`src/rtl/fetch_ctrl.sv`:
```
// ---------------------------------------------------------------------------
// fetch_ctrl
//
// Front-end fetch sequencer. Issues instruction-memory reads at the current
// fetch PC and pushes each returned {instruction, pc} pair into the
// instruction queue. When the queue is full as a response arrives, the
// response is parked in a one-entry hold register. On a flush the PC is
// redirected, and any memory response still in flight is swallowed.
//
// Optional build macro: FETCH_PERF_EN
//   When defined, two saturating performance counters are added as ports.
//
// Parameters
//   XLEN       address / instruction width
//   RESET_PC   first fetch address after reset
//
// Ports
//   clk          system clock, all state changes on the rising edge
//   rst          asynchronous active-high reset
//   flush        single-cycle redirect request from commit
//   flush_pc     redirect target, valid while flush is high
//   imem_addr    instruction-memory read address
//   imem_read    read request, held until imem_resp
//   imem_resp    single-cycle read-data-valid
//   imem_rdata   returned instruction word
//   iq_full      instruction queue cannot accept an entry
//   iq_enq       enqueue strobe to the instruction queue
//   iq_data      instruction being enqueued
//   iq_pc        PC of the instruction being enqueued
//   perf_fetched (FETCH_PERF_EN) count of enqueued instructions
//   perf_dropped (FETCH_PERF_EN) count of responses / held entries discarded
// ---------------------------------------------------------------------------
module fetch_ctrl #(
   parameter int              XLEN     = 32,
   parameter logic [XLEN-1:0] RESET_PC = XLEN'(32'h6000_0000)
) (
   input  logic            clk,
   input  logic            rst,
   input  logic            flush,
   input  logic [XLEN-1:0] flush_pc,
   output logic [XLEN-1:0] imem_addr,
   output logic            imem_read,
   input  logic            imem_resp,
   input  logic [XLEN-1:0] imem_rdata,
   input  logic            iq_full,
   output logic            iq_enq,
   output logic [XLEN-1:0] iq_data,
   output logic [XLEN-1:0] iq_pc
`ifdef FETCH_PERF_EN
   ,
   output logic [XLEN-1:0] perf_fetched,
   output logic [XLEN-1:0] perf_dropped
`endif
);

   typedef enum logic [1:0] {
      IDLE,
      WAIT,
      HOLD,
      DISCARD
   } state_t;

   localparam logic [XLEN-1:0] INSN_BYTES = XLEN'(4);

   state_t          state;
   logic [XLEN-1:0] pc;
   logic [XLEN-1:0] req_addr;
   logic [XLEN-1:0] hold_data;
   logic [XLEN-1:0] hold_pc;

   logic [XLEN-1:0] req_next;
   logic [XLEN-1:0] hold_next;
   logic            wait_enq;
   logic            hold_enq;

   // Sequential successors of the outstanding and the parked fetch. Plain
   // XLEN-bit addition, so the PC wraps from the top of memory back to 0.
   assign req_next  = req_addr + INSN_BYTES;
   assign hold_next = hold_pc + INSN_BYTES;

   // The memory request is live in WAIT and also in DISCARD: a request that
   // has been issued cannot be withdrawn, so it stays asserted at the same
   // address until its response arrives, even though the data will be dropped.
   assign imem_read = (state == WAIT) || (state == DISCARD);
   assign imem_addr = req_addr;

   // An entry reaches the queue either straight from a fresh response or
   // from the hold register. A flush in the same cycle always wins, so a
   // stale instruction never makes it into the queue.
   assign wait_enq = (state == WAIT) && imem_resp && !flush && !iq_full;
   assign hold_enq = (state == HOLD) && !flush && !iq_full;

   // Enqueue payload mux. The bus reads as zero whenever nothing is being
   // enqueued, which also gives clean zeros while reset is held.
   always_comb begin
      iq_enq  = wait_enq || hold_enq;
      iq_data = '0;
      iq_pc   = '0;
      if (wait_enq) begin
         iq_data = imem_rdata;
         iq_pc   = req_addr;
      end else if (hold_enq) begin
         iq_data = hold_data;
         iq_pc   = hold_pc;
      end
   end

   // Fetch sequencer. IDLE launches a request once the queue has room, WAIT
   // streams responses into the queue back to back, HOLD parks one response
   // while the queue is full, and DISCARD waits out a request that a flush
   // has made stale. Every flush updates pc, so the most recent redirect is
   // the one that gets fetched next.
   always_ff @(posedge clk or posedge rst) begin
      if (rst) begin
         state     <= IDLE;
         pc        <= RESET_PC;
         req_addr  <= RESET_PC;
         hold_data <= '0;
         hold_pc   <= '0;
      end else begin
         case (state)
            IDLE: begin
               if (flush) begin
                  pc <= flush_pc;
               end else if (!iq_full) begin
                  req_addr <= pc;
                  state    <= WAIT;
               end
            end

            WAIT: begin
               if (imem_resp) begin
                  if (flush) begin
                     pc    <= flush_pc;
                     state <= IDLE;
                  end else if (!iq_full) begin
                     pc       <= req_next;
                     req_addr <= req_next;
                  end else begin
                     hold_data <= imem_rdata;
                     hold_pc   <= req_addr;
                     state     <= HOLD;
                  end
               end else if (flush) begin
                  pc    <= flush_pc;
                  state <= DISCARD;
               end
            end

            HOLD: begin
               if (flush) begin
                  pc    <= flush_pc;
                  state <= IDLE;
               end else if (!iq_full) begin
                  pc       <= hold_next;
                  req_addr <= hold_next;
                  state    <= WAIT;
               end
            end

            DISCARD: begin
               if (flush) begin
                  pc <= flush_pc;
               end
               if (imem_resp) begin
                  state <= IDLE;
               end
            end

            default: begin
               state <= IDLE;
            end
         endcase
      end
   end

`ifdef FETCH_PERF_EN
   logic drop_event;

   // A drop is a response that arrives with or after a flush, or a parked
   // entry thrown away by a flush while the queue was full.
   assign drop_event = ((state == WAIT) && imem_resp && flush)
                    || ((state == DISCARD) && imem_resp)
                    || ((state == HOLD) && flush);

   // Performance counters. Both stick at all-ones instead of wrapping so a
   // long run never reports a deceptively small number.
   always_ff @(posedge clk or posedge rst) begin
      if (rst) begin
         perf_fetched <= '0;
         perf_dropped <= '0;
      end else begin
         if (iq_enq && (perf_fetched != '1)) begin
            perf_fetched <= perf_fetched + XLEN'(1);
         end
         if (drop_event && (perf_dropped != '1)) begin
            perf_dropped <= perf_dropped + XLEN'(1);
         end
      end
   end
`endif

endmodule

```
`config.mk`:
```
export PLATFORM = sky130hd
export DESIGN_NAME = fetch_ctrl
export DESIGN_NICKNAME = d
export VERILOG_FILES = /design/src/rtl/fetch_ctrl.sv
export SDC_FILE = /design/constraint.sdc
export NUM_CORES = 1
export LEC_CHECK = 0
export BUFFER_PORTS_ARGS = -buffer_cell sky130_fd_sc_hd__buf_2
export CORE_ASPECT_RATIO = 0.8
export CORE_MARGIN = 3
export CORE_UTILIZATION = 57
export DETAILED_ROUTE_END_ITERATION = 10
export GPL_TIMING_DRIVEN = 0
export HOLD_SLACK_MARGIN = 0.08
export PLACE_DENSITY = 0.82
export SLEW_MARGIN = 15
export SYNTH_ARGS = -nofsm -noshare
export SYNTH_HDL_FRONTEND = slang
export SYNTH_SLANG_ARGS = --single-unit
```
`constraint.sdc`:
```
create_clock -name clk -period 4.6 [get_ports clk]
set_input_delay 0.69 -clock clk [delete_from_list [all_inputs] [get_ports clk]]
set_output_delay 0.69 -clock clk [all_outputs]
set_load 0.005 [all_outputs]
```
# ---- Word level (Yosys, flattened, before mapping)
# Index checks and enable logic that the tools add are counted.
# Widths: inputs -> output; s select.
dict set report totals {
  reg_bits 130
  inputBits 69
  out_inout_bits 98
  elab_cells 65
}
dict set report classes {
  add_sub_neg 2
  eq_ne 15
  muxes 26
  bitwise 1
  n_reduce_logical 16
}
# operator count
set op_table {}
lappend op_table {{$mux 32} 15}
lappend op_table {{$pmux 32 s3} 2}
lappend op_table {{$add 32x3->32 const B} 2}
lappend op_table {{$mux 2} 8}
lappend op_table {{$ne 2x2->1 const B} 8}
lappend op_table {{$ne 3x3->1 const B} 3}
lappend op_table {{$pmux 2 s4} 1}
lappend op_table {{$reduce_and 4->1} 2}
lappend op_table {{$reduce_and 8->1} 1}
lappend op_table {{$logic_and 1x1->1} 5}
lappend op_table {{$eq 2x2->1 const B} 2}
lappend op_table {{$ne 4x4->1 const B} 1}
lappend op_table {{$reduce_bool 3->1} 1}
lappend op_table {{$eq 2x1->1 const B} 1}
lappend op_table {{$logic_not 1->1} 2}
lappend op_table {{$logic_not 2->1} 1}
lappend op_table {{$logic_or 1x1->1} 2}
lappend op_table {{$reduce_and 2->1} 1}
lappend op_table {{$reduce_or 2->1} 1}
lappend op_table {{$not 1->1} 1}

# ---- Depth between registers and ports, before layout
# Gate-level depths: netlist of the first run.
dict set report logic_depth {
  word_depth 5
  ltp_mapped 11
  ltp_nobuf 8
}

# ---- Worst setup path before layout of the first run
# Ideal clock, no wire load.
dict set report synth_timing {
  path_type {in2out}
  startpoint {input port imem_resp}
  endpoint {output port iq_pc[11]}
  arrival_time_ns 2.114
  required_ns 3.910
  path_slack_ns 1.796
  stages 7
  path_buffers 2
  path_cell_list {buf_2 inv_2 nor2_1 nand2_1 nor2_1 clkbuf_1 a22o_1}
}
dict set report synth_via {
  elab_chain_cells 4
}
# element line
set synth_rtl {}
lappend synth_rtl {{start, declared} 43} ;# input logic imem_resp,
lappend synth_rtl {{$logic_and 1x1->1 (3 in series)} 90} ;# assign wait_enq = (state == WAIT) && imem_resp && !flush && !iq_full;
lappend synth_rtl {{$mux 32} 99} ;# if (wait_enq) begin
lappend synth_rtl {{end, declared} 48} ;# output logic [XLEN-1:0] iq_pc
# Every way passes these cells.

# ---- Worst setup path after layout of the first run
dict set report layout_timing {
  startpoint {register state[0]}
  endpoint {output port iq_pc[1]}
}
dict set report layout_via {
  elab_chain_cells 5
  elab_cells_between_ends 9
  classes_between {eq/ne (2); mux (2); reduce/logical (5)}
}
# element line
set layout_rtl {}
lappend layout_rtl {{start, declared} 65} ;# state_t state;
lappend layout_rtl {{start signal, assigned} 115} ;# state <= IDLE;
lappend layout_rtl {{start signal, assigned} 127} ;# state <= WAIT;
lappend layout_rtl {{start signal, assigned} 135} ;# state <= IDLE;
lappend layout_rtl {{$eq 2x2->1 or $eq 2x1->1 (tied branches)} {91, 90}}
lappend layout_rtl {{$logic_and 1x1->1 (on tied branches) (2 in series)} {91, 90}}
lappend layout_rtl {{$mux 32 or $logic_and 1x1->1 (tied branches)} {102, 90}}
lappend layout_rtl {{$mux 32 *} 99}
# Every way passes the cells marked *; elsewhere a longest branch is shown, timed or not.

==> results of run 1 <==
## final cells by class
cell class	instances	area share
Multi-Input combinational cell	697	0.480
Sequential cell	130	0.314
Timing Repair Buffer	165	0.0818
Clock buffer	19	0.0437
Buffer	87	0.0352
Tap cell	184	0.0222
Clock inverter	13	0.0154
Inverter	19	0.00760
Antenna cell	1	0.000241
## cell usage in the layout (no fill, tap or decap), drive strengths merged, types with 18 or more instances in the layout
master  count
mux2       65
nand2      71
buf       198
a21oi      61
dfrtp     126
a211oi     19
a22o       66
nand4      18
nand3      28
clkbuf     73
xnor2      38
o21ai      47
inv        19
a221oi     41
nor2       64
nor3       29
## power by group through the flow
stage / registers, W / logic (W) / clock network, W
after floorplan: 0.00220 / 0.00239 / 0
after global placement: 0.00232 / 0.00335 / 0
after detailed placement: 0.00234 / 0.00342 / 0
after CTS: 0.00234 / 0.00346 / 0.00142
after global routing: 0.00244 / 0.00382 / 0.00147
final: 0.00236 / 0.00358 / 0.00142
## worst max-delay path, cell delays in order (launching register included)
cell      delay [ns]
dfrtp_1         0.43
inv_1           0.11
ha_1            0.20
buf_2           0.18
a21oi_1         0.19
nor3b_1         0.09
nor2_1          0.39
and2_1          0.20
clkbuf_1        0.43
clkbuf_1        0.57
a22o_1          0.23
buf_2           0.11
## cells by family after synthesis
kind of cell,Yosys count
buf+inv,106
compound gates,291
mux,75
simple gates,268
flops,130
xor+xnor,55
fa+ha+maj,8
## worst paths after layout
check / startpoint / to / slack (ns) / cells past startpoint
setup reg to reg: state[0] / imem_addr[10] / 1.42 / 9
setup / recovery: state[0] / iq_pc[1] / 0.33 / 11
min in group clk: hold_data[5] / hold_data[5] / 0.51 / 1
hold / removal: rst / hold_data[9] / 0.20 / 2
max in group asynchronous: rst / pc[30] / 3.62 / 3
hold reg to reg: hold_data[5] / hold_data[5] / 0.51 / 1
## flip-flops by register name (all words and copies together), names as in the netlist
signal / cells
imem_addr: 32
state: 2
hold_pc: 32
hold_data: 32
pc: 32
## through the flow
step | instances | total power, W
2_1_floorplan | 933 | 0.00458
3_3_place_gp | 1281 | 0.00566
3_5_place_dp | 1282 | 0.00577
4_1_cts | 1314 | 0.00721
5_1_grt | 1315 | 0.00773
6_report | 1315 | 0.00737
## routing by layer
metal  wire length (µm)  global-route usage
met3               3950               0.113
met1              12200               0.502
met2              12900               0.510
met4               1330               0.152
met5                  0                   0
==> results.json, run 1 <==
{
  "slew_viol_final": 0,
  "intPower_w": 0.00403,
  "die_height_um": 116,
  "drc": 0,
  "ioPinCount": 167,
  "synth_xor_area_frac": 0.0556,
  "cts_resized": 0,
  "ir_drop_v": 0.000434,
  "drt_pass1_iterations": 9,
  "cts.hold.buffers_added": 0,
  "path_class": "flop to output pin",
  "synth-simple-area-share": 0.167,
  "grt_pass1_wl_mm": 45.8,
  "area_delta_synth_final_pct": 19.6,
  "arrival_ns": 3.58,
  "overflow": 0,
  "synth_area_um2": 8670,
  "cts_made_buffers": 17,
  "core_area_um2": 14600,
  "leakage_nw": 4.62,
  "postCtsSetupRepairBufs": 0,
  "grt_max_degree": 105,
  "required_ns": 3.91,
  "async_reset_ff_frac": 1.00,
  "synth_top_area_cell": "dfrtp_1",
  "drv_cap": 0,
  "pwr-share-seq": 0.321,
  "hold_class": "input pin to asynchronous set/reset pin",
  "p_comb_frac": 0.486,
  "relSlewSlack": 0.405,
  "htree_levels": 4,
  "yosysMostFrequentCell": "dfrtp_1",
  "synth_compound_area_frac": 0.244,
  "avgSynthCellArea_um2": 9.29,
  "synth_area_leaders": "dfrtp_1, mux2_2, a22o_1, a221oi_1, xnor2_1",
  "start_kind": "flop",
  "drive_gt1_frac": 0.284,
  "yosysSeqAreaShare": 0.376,
  "switchingPower_w": 0.00334,
  "fin_area_um2": 10400,
  "grt_pass1_vias": 8398,
  "synth-adder-area-share": 0.0115,
  "fmax_mhz": 234,
  "gp_congestion": 1.01,
  "final_antenna_net_count": 0,
  "synthTopCellsByCount": "dfrtp_1, nand2_1, a22o_1",
  "fin_hold_ws_ns": 0.204,
  "drt_iter0_drc": 1247,
  "netSwitchingFraction": 0.453,
  "placed_area_um2": 9760,
  "clk_latency_ns": 0.43,
  "rsz0062_at_grt": "no",
  "status": "finished, final reports clean",
  "rows": 39,
  "worst_slack_ns": 0.335,
  "cts_root_buf": "clkbuf_16",
  "synth.top_cell.area_share": 0.364,
  "dieArea_um2": 16700,
  "power_density_nw_per_um2": 710,
  "ys_ff_latch": 130,
  "multi_input_area_um2": 4980,
  "synth_top_family_by_area": "compound AO/OA/AOI/OAI gates",
  "clockBufferDepth": 2,
  "synth_edf_count": 0,
  "yosys_warnings": 0,
  "setup_violations": 0,
  "vias": 9020,
  "fin_util": 0.711,
  "hold_violations": 0,
  "clk_pin_slew_ns": 0.06,
  "path_max_fanout": 10,
  "detailed_place_hpwl_mm": 21.1,
  "crit_path_end_kind": "output pin",
  "place_worst_setup_slack_ns": 0.652,
  "synth_cell_types": 59,
  "wl_per_cell_um": 23.1,
  "ff_latch_area_um2": 3260,
  "p_clk_frac": 0.193,
  "synthesis.instances": 933,
  "worst_pin_slew_ns": 0.893,
  "die_x_um": 144,
  "final.setup_skew_ns": 0.00793,
  "grtUsageTotal": 0.357,
  "io_buffers": 164,
  "vias_per_cell": 6.86,
  "antenna_found_initial": 1,
  "synth_flop_cell": "dfrtp_1",
  "cts_tree": "done",
  "final_nets": 1194,
  "period_needed_ns": 4.27,
  "fill_cells": 1142,
  "synth_mux_area_frac": 0.0960,
  "period_share": 0.927,
  "wl_mm": 30.4,
  "start_util": 0.594,
  "cts_sinks": 130,
  "tns_ns": 0,
  "syn_nets": 1010
}
Power figures use the tool's default switching activity.
==> inputs of run 2 (changes only) <==
Settings changed: RECOVER_POWER set to 100.
==> run 2 against run 1 <==
The run now ends with max-capacitance violations, max-slew violations left. Die area unchanged. Non-clock buffer count unchanged. Clock power about the same. Sequential share of layout area increased by 0.34 points. Wire length increased by 0.35%. Clock skew increased by 0.0027 ns. Sequential cell count unchanged. Total power decreased by 0.35%.
==> results.json, run 2 (synthesis results as in run 1) <==
{
  "setup_violations": 0,
  "slew_viol_final": 105,
  "area_delta_synth_final_pct": 18.3,
  "worst_pin_slew_ns": 2.69,
  "gp_congestion": 1.01,
  "fill_cells": 1184,
  "relSlewSlack": -0.796,
  "antenna_found_initial": 1,
  "ir_drop_v": 0.000430,
  "period_share": 0.929,
  "grt_max_degree": 105,
  "fin_hold_ws_ns": 0.489,
  "path_class": "input pin to output pin",
  "leakage_nw": 4.36,
  "io_buffers": 164,
  "hold_class": "input pin to asynchronous set/reset pin",
  "max_stage_delay_ns": 0.68,
  "cts.hold.buffers_added": 0,
  "place_worst_setup_slack_ns": 0.652,
  "wl_mm": 30.5,
  "path_buf_inv": 4,
  "p_clk_frac": 0.194,
  "hold_violations": 0,
  "vias": 9041,
  "power_w": 0.00734,
  "fmax_mhz": 234,
  "crit_path_end_kind": "output pin",
  "crit_family": "simple AND/OR/NAND/NOR gates",
  "layout_commonest_cell": "buf_2",
  "required_ns": 3.91,
  "worst-path-stages": 8,
  "cts_sinks": 130,
  "clockBufferDepth": 2,
  "drt_pass1_iterations": 6,
  "status": "finished, violations left",
  "vias_per_cell": 6.88,
  "final.setup_skew_ns": 0.0107,
  "dieArea_um2": 16700,
  "netSwitchingFraction": 0.456,
  "final_antenna_net_count": 0,
  "switchingPower_w": 0.00335,
  "placed_area_um2": 9760,
  "cts_tree": "done",
  "cts_resized": 0,
  "drc": 0,
  "cts_root_buf": "clkbuf_16",
  "fin_area_um2": 10300,
  "die_x_um": 144,
  "clk_pin_slew_ns": 0.06,
  "grt_pass1_vias": 8398,
  "drive_gt1_frac": 0.222,
  "grtUsageTotal": 0.357,
  "path_cells": "buf_2 > inv_1 > nor2_1 > nand2_1 > nor2_1 > clkbuf_1 > a22o_1 > clkbuf_1",
  "grt_pass1_wl_mm": 45.8,
  "arrival_ns": 3.59,
  "rows": 39,
  "rsz0062_at_grt": "no",
  "layout_common_cells": "buf_2, dfrtp_1, clkbuf_1, nand2_1, a22o_1",
  "core_area_um2": 14600,
  "cts_made_buffers": 17,
  "p_comb_frac": 0.484,
  "clk_latency_ns": 0.44,
  "start_util": 0.594,
  "drv_cap": 1,
  "htree_levels": 4,
  "wl_per_cell_um": 23.2,
  "intPower_w": 0.00400,
  "overflow": 0,
  "pwr-share-seq": 0.322,
  "drt_iter0_drc": 1339,
  "violations": "max-capacitance violations, max-slew violations",
  "detailed_place_hpwl_mm": 21.1,
  "worst_slack_ns": 0.324,
  "critical_path.slowest_cell": "nor2_1",
  "power_density_nw_per_um2": 715,
  "period_needed_ns": 4.28,
  "ioPinCount": 167,
  "postCtsSetupRepairBufs": 0,
  "die_height_um": 116,
  "final_nets": 1194,
  "path_max_fanout": 10,
  "r2r_cells": 9,
  "start_kind": "input pin"
}
## run 2: changes by cell type in the layout (fill, tap and decap cells not counted)
cell	before	now
inv_2	2	0
and2_1	6	3
clkbuf_1	53	119
dfstp_2	4	2
clkbuf_2	1	2
and2_0	0	3
clkinvlp_2	0	1
inv_1	16	18
buf_2	194	128
inv_8	1	0
buf_16	1	0
dfstp_1	0	2
## run 2: layout make-up
cell class	count	area, µm²	area share
diodes	1	2.50	0.000244
repair buffers	165	753	0.0734
multi-input cells	697	4980	0.485
plain buffers	87	355	0.0346
well taps	184	230	0.0224
inverters	19	72.6	0.00707
flip-flops and latches	130	3260	0.318
clock buffers	19	453	0.0441
clock inverters	13	160	0.0156
## run 2: power by group through the flow
stage / clock network, W / logic, W / registers, W
after floorplan: 0 / 0.00239 / 0.00220
after global placement: 0 / 0.00335 / 0.00232
after detailed placement: 0 / 0.00342 / 0.00234
after CTS: 0.00142 / 0.00346 / 0.00234
after global routing: 0.00147 / 0.00379 / 0.00244
final: 0.00142 / 0.00355 / 0.00236
## run 2: path summary, 6_finish.rpt
kind	from	to	slack, ns
worst min-delay path	rst	hold_data[4]	0.49
min in group clk	imem_rdata[19]	hold_data[19]	0.50
worst max register to register	state[0]	imem_addr[10]	1.40
worst max-delay path	imem_resp	iq_pc[13]	0.32
max in group asynchronous	rst	imem_addr[1]	0.97
worst min register to register	hold_data[5]	hold_data[5]	0.51
## run 2: worst reg2reg max path: cells and delay by family, from the launching register on
| kind | cells | cell delay (ns) |
|---|---|---|
| DFF | 1 | 0.42 |
| buffers and inverters | 4 | 1.50 |
| AOI/OAI and AO/OA | 3 | 0.74 |
| and+or+nand+nor | 1 | 0.24 |
| adders and majority gates | 1 | 0.20 |
## run 2: per-layer routing
metal / global-route usage / part of all wire / wire length (µm) / up-vias
li1: - / - / - / 3888
met1: 0.502 / 0.39 / 11900 / 4304
met2: 0.510 / 0.43 / 13000 / 724
met3: 0.113 / 0.14 / 4270 / 125
met4: 0.152 / 0.043 / 1300 / 0
met5: 0 / 0 / 0 / -
## run 2: metrics by stage
| stage | std cells | setup TNS (ns) | utilization |
|---|---|---|---|
| 2_1_floorplan | 933 | 0 | - |
| 3_3_place_gp | 1281 | -151.39 | 0.666 |
| 3_5_place_dp | 1282 | 0 | 0.669 |
| 4_1_cts | 1314 | 0 | 0.711 |
| 5_1_grt | 1315 | 0 | 0.703 |
| 6_report | 1315 | 0 | 0.703 |
==> inputs of run 3 (changes only) <==
Settings changed: CORE_MARGIN 3 to not set.
==> run 3 against run 2 <==
The flow still finishes with violations (max-capacitance violations, max-slew violations). Utilization rose by 0.42 points. Clock-buffer cell count fell by 1. Clock skew grew 0.00062 ns. Critical endpoint is now iq_pc[17].
==> results.json, run 3 (synthesis results as in run 1) <==
{
  "status": "finished, violations left",
  "violations": "max-capacitance violations, max-slew violations",
  "required_ns": 3.91,
  "wl_per_cell_um": 22.9,
  "cts_made_buffers": 17,
  "overflow": 0,
  "power_w": 0.00735,
  "grt_max_degree": 76,
  "vias_per_cell": 6.85,
  "drt_iter0_drc": 1171,
  "grt_pass1_wl_mm": 46.8,
  "rsz0062_at_grt": "no",
  "r2r-start": "state[0]",
  "gp_congestion": 0.995,
  "postCtsSetupRepairBufs": 0,
  "core_area_um2": 14500,
  "drive_gt1_frac": 0.242,
  "clk_latency_ns": 0.44,
  "hold_class": "input pin to flop",
  "wl_mm": 30.1,
  "final.setup_skew_ns": 0.0113,
  "htree_levels": 4,
  "leakage_nw": 4.47,
  "drv_cap": 2,
  "hold_violations": 0,
  "grt_pass1_vias": 8406,
  "crit_path_end_kind": "output pin",
  "clk_pin_slew_ns": 0.06,
  "period_needed_ns": 4.39,
  "final_antenna_net_count": 0,
  "drt_pass1_iterations": 6,
  "vias": 8996,
  "cts_tree": "done",
  "die_x_um": 140,
  "start_util": 0.596,
  "endpoint": "iq_pc[17]",
  "die_height_um": 112,
  "p_comb_frac": 0.481,
  "rows": 39,
  "slew_viol_final": 133,
  "arrival_ns": 3.70,
  "setup_violations": 0,
  "p_clk_frac": 0.199,
  "netSwitchingFraction": 0.452,
  "period_share": 0.954,
  "area_delta_synth_final_pct": 18.6,
  "intPower_w": 0.00403,
  "final_nets": 1194,
  "clockBufferDepth": 2,
  "drc": 0,
  "ioPinCount": 167,
  "fin_hold_ws_ns": 0.501,
  "io_buffers": 164,
  "pwr-share-seq": 0.320,
  "fill_cells": 1219,
  "relSlewSlack": -0.709,
  "r2r_cells": 9,
  "tns_ns": 0,
  "cp-startpoint": "imem_resp",
  "diodes": 0,
  "path_max_fanout": 10,
  "detailed_place_hpwl_mm": 21.0,
  "cts.hold.buffers_added": 0,
  "cts_resized": 0,
  "switchingPower_w": 0.00332,
  "reg2reg_slack_ns": 1.48,
  "power_density_nw_per_um2": 714,
  "path_class": "input pin to output pin",
  "layout_commonest_cell": "buf_2",
  "cts_sinks": 130,
  "layout_common_cells": "buf_2, dfrtp_1, clkbuf_1, nand2_1, a22o_1",
  "start_kind": "input pin",
  "ir_drop_v": 0.000364,
  "grtUsageTotal": 0.392,
  "fmax_mhz": 228,
  "dieArea_um2": 15700,
  "r2r_end": "pc[27]",
  "worst_pin_slew_ns": 2.55,
  "cts_root_buf": "clkbuf_16",
  "antenna_found_initial": 0
}
## run 3: cell count changes in the layout (fill, tap and decap cells not counted), moves of 2 or more
| cell | previous run | this run |
|---|---|---|
| buf_2 | 128 | 151 |
| clkbuf_1 | 119 | 97 |
| clkbuf_8 | 2 | 0 |
| clkinvlp_4 | 5 | 3 |
## run 3: how the worst min path moves through the flow
stage,start,endpoint,cells past startpoint
2_1_floorplan,pc[0],pc[0],2
3_3_place_gp,hold_data[14],hold_data[14],1
3_5_place_dp,hold_data[11],hold_data[11],1
4_1_cts,rst,hold_pc[26],2
5_1_grt,imem_rdata[22],hold_data[22],2
6_report,imem_rdata[23],hold_data[23],2
## run 3: per-layer routing
metal | up-vias | share of wire | global-route usage | wire, µm
li1 | 3900 | - | - | -
met1 | 4317 | 0.41 | 0.547 | 12300
met2 | 672 | 0.43 | 0.568 | 12800
met5 | - | 0.0013 | 0 | 38
met4 | 3 | 0.038 | 0.144 | 1130
met3 | 104 | 0.13 | 0.128 | 3810
## run 3: area by class of cell
cell class | instances | area [µm²] | share of cell area
inverter | 19 | 72.6 | 0.00705
clock buffer | 18 | 429 | 0.0417
buffer | 87 | 355 | 0.0345
sequential | 130 | 3260 | 0.317
clock inverter | 14 | 189 | 0.0184
multi-input combinational | 697 | 4970 | 0.483
tap | 184 | 230 | 0.0224
timing repair buffer | 165 | 783 | 0.0761
## run 3: worst max-delay path: stages
cell and delay [ns]:
buf_2 0.21, inv_1 0.28, nor2_1 0.65, nand2_1 0.20
nor2_1 0.75, clkbuf_1 0.54, a22o_1 0.25, buf_2 0.11
## run 3: through the flow
step	worst slack (ns)	std cells	instance area [µm²]	util
after floorplan	0.447	933	8670	-
after global placement	-1.17	1281	9720	0.669
after detailed placement	0.582	1282	9750	0.671
after CTS	0.419	1314	10400	0.713
after global routing	0.136	1314	10300	0.707
final	0.210	1314	10300	0.707
## run 3: power groups by stage
stage | logic (W) | registers, W | clock network (W)
3_3_place_gp | 0.00335 | 0.00231 | 0
6_report | 0.00353 | 0.00235 | 0.00146
3_5_place_dp | 0.00342 | 0.00234 | 0
5_1_grt | 0.00379 | 0.00243 | 0.00151
2_1_floorplan | 0.00239 | 0.00220 | 0
4_1_cts | 0.00345 | 0.00233 | 0.00145
